[src/rtl/reg_arb_pkg.sv]
// Shared definitions for the register write arbiter: defaults, FSM states
// and a helper for the pointer width.
package reg_arb_pkg;

   localparam int DATA_W_DEF = 16;
   localparam int N_REQ_DEF  = 3;

   typedef enum logic [1:0] {
      ST_IDLE  = 2'd0,
      ST_WRITE = 2'd1,
      ST_ACK   = 2'd2
   } arb_state_e;

   // Index width that stays legal even for a single requester.
   function automatic int ptr_width(input int n);
      return (n > 1) ? $clog2(n) : 1;
   endfunction

endpackage

[src/rtl/reg_write_arbiter_rr_pick.sv]
// Combinational round-robin pick: first set REQ bit at or after PTR, wrapping.
module rr_pick
   import reg_arb_pkg::*;
#(
   parameter int N_REQ = N_REQ_DEF,
   parameter int PTR_W = ptr_width(N_REQ)
) (
   input  logic [N_REQ-1:0] REQ,
   input  logic [PTR_W-1:0] PTR,
   output logic [N_REQ-1:0] WIN_OH,
   output logic [PTR_W-1:0] WIN_IDX
);

   logic             found;
   logic [PTR_W-1:0] idx;

   always_comb begin
      WIN_OH  = '0;
      WIN_IDX = '0;
      found   = 1'b0;
      idx     = '0;
      for (int unsigned off = 0; off < int'(N_REQ); off++) begin
         idx = PTR_W'((int'(PTR) + int'(off)) % N_REQ);
         if (!found && REQ[idx]) begin
            found   = 1'b1;
            WIN_IDX = idx;
            WIN_OH  = N_REQ'(1) << idx;
         end
      end
   end

endmodule

[src/rtl/reg_write_arbiter.sv]
// Round-robin arbiter feeding one shared register: grant, one-cycle write
// strobe, then a one-cycle acknowledge to the winner.
module reg_write_arbiter
   import reg_arb_pkg::*;
#(
   parameter int DATA_W = DATA_W_DEF,
   parameter int N_REQ  = N_REQ_DEF
) (
   input  logic                    CLK,
   input  logic                    RST_N,
   input  logic [N_REQ-1:0]        REQ,
   input  logic [N_REQ*DATA_W-1:0] REQ_WD,
   output logic [N_REQ-1:0]        GNT,
   output logic [N_REQ-1:0]        ACK,
   output logic [DATA_W-1:0]       WD,
   output logic                    WF,
   output logic                    BUSY
);

   localparam int PTR_W = ptr_width(N_REQ);

   arb_state_e        state_q, state_d;
   logic [PTR_W-1:0]  ptr_q, ptr_d;
   logic [PTR_W-1:0]  idx_q, idx_d;
   logic [DATA_W-1:0] wd_q, wd_d;
   logic              wf_q, wf_d;
   logic [N_REQ-1:0]  gnt_q, gnt_d;
   logic [N_REQ-1:0]  ack_q, ack_d;

   logic [N_REQ-1:0]  win_oh;
   logic [PTR_W-1:0]  win_idx;

   rr_pick #(
      .N_REQ (N_REQ),
      .PTR_W (PTR_W)
   ) u_pick (
      .REQ     (REQ),
      .PTR     (ptr_q),
      .WIN_OH  (win_oh),
      .WIN_IDX (win_idx)
   );

   always_ff @(posedge CLK or negedge RST_N) begin
      if (!RST_N) begin
         state_q <= ST_IDLE;
         ptr_q   <= '0;
         idx_q   <= '0;
         wd_q    <= '0;
         wf_q    <= 1'b0;
         gnt_q   <= '0;
         ack_q   <= '0;
      end else begin
         state_q <= state_d;
         ptr_q   <= ptr_d;
         idx_q   <= idx_d;
         wd_q    <= wd_d;
         wf_q    <= wf_d;
         gnt_q   <= gnt_d;
         ack_q   <= ack_d;
      end
   end

   always_comb begin
      state_d = state_q;
      ptr_d   = ptr_q;
      idx_d   = idx_q;
      wd_d    = wd_q;
      wf_d    = 1'b0;
      gnt_d   = gnt_q;
      ack_d   = '0;
      unique case (state_q)
         ST_IDLE: begin
            if (|REQ) begin
               // Data is captured here so later REQ_WD changes cannot leak in.
               for (int unsigned i = 0; i < int'(N_REQ); i++) begin
                  if (win_idx == PTR_W'(i)) wd_d = REQ_WD[i*DATA_W +: DATA_W];
               end
               wf_d    = 1'b1;
               gnt_d   = win_oh;
               idx_d   = win_idx;
               state_d = ST_WRITE;
            end
         end
         ST_WRITE: begin
            ack_d   = gnt_q;
            state_d = ST_ACK;
         end
         ST_ACK: begin
            gnt_d   = '0;
            ptr_d   = (idx_q == PTR_W'(N_REQ - 1)) ? '0 : idx_q + 1'b1;
            state_d = ST_IDLE;
         end
         default: state_d = ST_IDLE;
      endcase
   end

   assign GNT  = gnt_q;
   assign ACK  = ack_q;
   assign WD   = wd_q;
   assign WF   = wf_q;
   assign BUSY = (state_q != ST_IDLE);

endmodule

[config.mk]
export PLATFORM = sky130hd
export DESIGN_NAME = reg_write_arbiter
export DESIGN_NICKNAME = d
export VERILOG_FILES = /design/src/rtl/reg_arb_pkg.sv /design/src/rtl/reg_write_arbiter_rr_pick.sv /design/src/rtl/reg_write_arbiter.sv
export SDC_FILE = /design/constraint.sdc
export NUM_CORES = 1
export LEC_CHECK = 0
export ABC_AREA = 1
export BUFFER_PORTS_ARGS = -buffer_cell sky130_fd_sc_hd__buf_2
export CORE_UTILIZATION = 44
export CTS_BUF_LIST = sky130_fd_sc_hd__clkbuf_16
export DETAILED_ROUTE_END_ITERATION = 16
export GPL_TIMING_DRIVEN = 1
export PLACE_DENSITY = 0.8
export SYNTH_ARGS = -nofsm -noshare
export SYNTH_HDL_FRONTEND = slang
export SYNTH_SLANG_ARGS = --single-unit
export TNS_END_PERCENT = 5
[constraint.sdc]
create_clock -name CLK -period 1.7 [get_ports CLK]
set_input_delay 0.17 -clock CLK [delete_from_list [all_inputs] [get_ports CLK]]
set_output_delay 0.17 -clock CLK [all_outputs]
set_load 0.01 [all_outputs]
==> results.sh <==
export IMPL_status="complete, but fails checks"
export IMPL_violations="negative setup slack"
export IMPL_fmax_mhz=522
export IMPL_cp_arrival_ns=2.08
export IMPL_syn_num_nets=306
export IMPL_crit_path_end_kind="register"
export IMPL_core_mm2=0.00414
export IMPL_r2r_start="ptr_q[1]$_DFFE_PN0P_"
export IMPL_cap_violations=0
export IMPL_yosysMostFrequentCell="nand2_1"
export IMPL_fin_crit_sh_pct=113
export IMPL_wl_per_cell_um=13.3
export IMPL_viasPerCell=5.01
export IMPL_synth_warnings=0
export IMPL_ys_types=33
export IMPL_min_delay_path_depth=5
export IMPL_synth_async_reset_ratio_pct=100
export IMPL_grt_pass1_vias=1713
export IMPL_finClkSkew_ns=0.00357
export IMPL_yosys_area_top_type="dfrtp_1"
export IMPL_cellLeakagePower_nw=1.58
export IMPL_grt_usage_pct=21.4
export IMPL_synth_top_area_share_pct=36.8
export IMPL_die_w_um=69.0
export IMPL_htree_levels=2
export IMPL_dp_cells=384
export IMPL_dr_pass1_iters=4
export IMPL_clkSinkCount=29
export IMPL_ys_seq_area_share_pct=36.8
export IMPL_synth_seq_cells=29
export IMPL_setup_worst_path_start_class="register"
export IMPL_syn_area_mm2=0.00197
export IMPL_cp_required_ns=1.86
export IMPL_slew_violations=0
export IMPL_instances_no_fill=397
export IMPL_synthCells=249
export IMPL_finalWorstSetupSlack_ns=-0.215
export IMPL_root_buffer="clkbuf_16"
export IMPL_row_count=23
export IMPL_startpoint="ptr_q[1]$_DFFE_PN0P_"
export IMPL_syn_avg_cell_area_um2=7.92
export IMPL_post_route_min_period_ns=1.91
export IMPL_synth_edf_count=0
export IMPL_vias=1990
export IMPL_peakVddDrop_v=0.000803
export IMPL_fill_cells=346
export IMPL_cts_tree="yes"
export IMPL_rsz0062_at_grt="yes"
export IMPL_hold_ws_ns=0.203
export IMPL_die_y_um=69.0
export IMPL_synthFlopType="dfrtp_1"
export IMPL_worst_slew_pin_slew_ns=0.665
export IMPL_drt_iter0_markers=70
export IMPL_cp_max_fo=5
export IMPL_nets=403
export IMPL_grt_first_pass_wirelength_um=7330
export IMPL_drc=0
export IMPL_antenna_left=0
export IMPL_grt_max_degree=33
export IMPL_hpwl_um=3610
export IMPL_timing_worst_setup_path_type="register to register"
export IMPL_clockBufferDepth=2
export IMPL_grt_ovfl_total=0
export IMPL_setup_violations_final=20
export IMPL_fin_setup_tns_ns=-3.46
export IMPL_antenna_found_initial=0
export IMPL_netlist_top_cells_count="nand2_1 (70), dfrtp_1 (29), inv_1 (29), nand3_1 (29), a21oi_1 (12)"
export IMPL_hp_class="primary input to register"
export IMPL_clock_latency_ns=0.27
export IMPL_ios=77
export IMPL_gp_congestion=0.868
export IMPL_p_per_area_mw_per_mm2=1880
export IMPL_n_antenna_cell=0
export IMPL_start_util_pct=47.6
export IMPL_wl_um=5270
export IMPL_post_synth_main_area_contributors="dfrtp_1 (37%), nand2_1 (13%), nand3_1 (7.4%), nand3_2 (5.6%), inv_1 (5.5%)"
export IMPL_area_growth_pct=45.2
export IMPL_io_buffers=76
export IMPL_cts_buffers=5
export IMPL_hold_start="REQ_WD[19]"
export IMPL_dieArea_mm2=0.00476
export IMPL_reg2reg_depth=12
export IMPL_hold_viol=0
export IMPL_slew_limit_headroom_pct=55.6
export IMPL_clkTransAtPathRegs_ns=0.05
export IMPL_drive_gt1_share_pct=51.6
[timing repair]
item,in CTS,in global routing
pin swaps,1,23
setup buffers,2,1
setup endpoints to repair,20,21
hold buffers,1,0
hold endpoints to repair,29,0
resized for setup,10,29
gates cloned,0,1
[metrics by stage]
step | total power, mW | setup WS, ns | area [um^2] | utilization (%)
floorplan | 3.42 | -0.0877 | 1990 | -
global placement | 4.17 | -0.153 | 2510 | 60.6
detailed placement | 4.27 | -0.263 | 2510 | 60.6
CTS | 5.19 | -0.145 | 2710 | 65.4
global route | 5.79 | -0.344 | 2870 | 69.1
finish | 5.39 | -0.215 | 2870 | 69.1
[where the power goes]
part	internal, mW	total (mW)	switching [mW]	leakage, nW
Sequential	1.01	1.15	0.147	0.363
Clock	0.527	0.820	0.293	0.0687
Combinational	1.40	3.41	2.02	1.14
[per-layer routing]
metal	part of all wire [%]	wire, um	track usage [%]	up-vias
met1	42	2190	24.8	904
met3	6.2	328	5.10	13
met2	50	2640	37.4	76
li1	-	-	-	997
met5	0	0	0	-
met4	1.9	100	8.93	0
[worst max-delay path, stage by stage, from the launching register on]
cell and delay, ns:
dfrtp_2 0.43, ha_4 0.27, inv_4 0.08, nand2_4 0.05
nand3_2 0.06, nand2_2 0.08, nor2_4 0.20, nand3_4 0.19
clkbuf_16 0.22, nand3_4 0.05, nand3_2 0.05, nand2_1 0.06
nand2_1 0.05
[logic make-up (layout without fill, tap and decap cells)]
| logic type | Yosys count | in the layout | synth area share (%) |
|---|---|---|---|
| flip-flops | 29 | 29 | 36.8 |
| AO/OA/AOI/OAI | 33 | 33 | 11.0 |
| adder cells (fa/ha/maj) | 4 | 4 | 2.54 |
| AND/OR/NAND/NOR | 140 | 140 | 38.4 |
| buffers and inverters | 43 | 141 | 11.3 |
[path summary, 6_finish.rpt]
kind	end	slack, ns
min	WD[3]$_DFFE_PN0P_	0.20
min in group asynchronous	ACK[1]$_DFF_PN0_	0.46
max in group asynchronous	ptr_q[1]$_DFFE_PN0P_	0.77
max reg2reg	WD[13]$_DFFE_PN0P_	-0.21
min reg2reg	state_q[1]$_DFFE_PN0P_	0.45
max	WD[13]$_DFFE_PN0P_	-0.21
[sequential cells by signal, indices dropped and copies added, names as in the netlist]
| signal | flops |
|---|---|
| ACK | 3 |
| GNT | 3 |
| WD | 16 |
| WF | 1 |
| idx_q | 2 |
| ptr_q | 2 |
| state_q | 2 |
[cell type report]
| cell class | instances | area [um^2] | share of cell area [%] |
|---|---|---|---|
| clock inverters | 3 | 12.5 | 0.437 |
| inverters | 35 | 141 | 4.93 |
| clock buffers | 5 | 125 | 4.37 |
| multi-input cells | 177 | 1190 | 41.4 |
| well taps | 50 | 62.6 | 2.18 |
| repair buffers | 98 | 611 | 21.3 |
| flip-flops and latches | 29 | 727 | 25.4 |
[placed cells by master, fill, tap and decap left out, types with 3 or more instances in the layout]
master,netlist,routed
inv_1,29,27
nor2_4,4,5
nor2_1,7,6
o21ai_1,1,3
nand2_4,2,3
nand3_1,29,12
buf_12,1,3
o21ai_0,7,5
nand2_1,70,65
buf_2,1,76
dfrtp_1,29,28
a21oi_2,6,6
nand3_4,1,4
nand3_2,11,25
nor2_2,3,3
a21oi_1,12,12
inv_2,5,6
buf_4,0,15
clkbuf_16,0,6
nand2_2,9,13
Power figures use the tool's default switching activity.
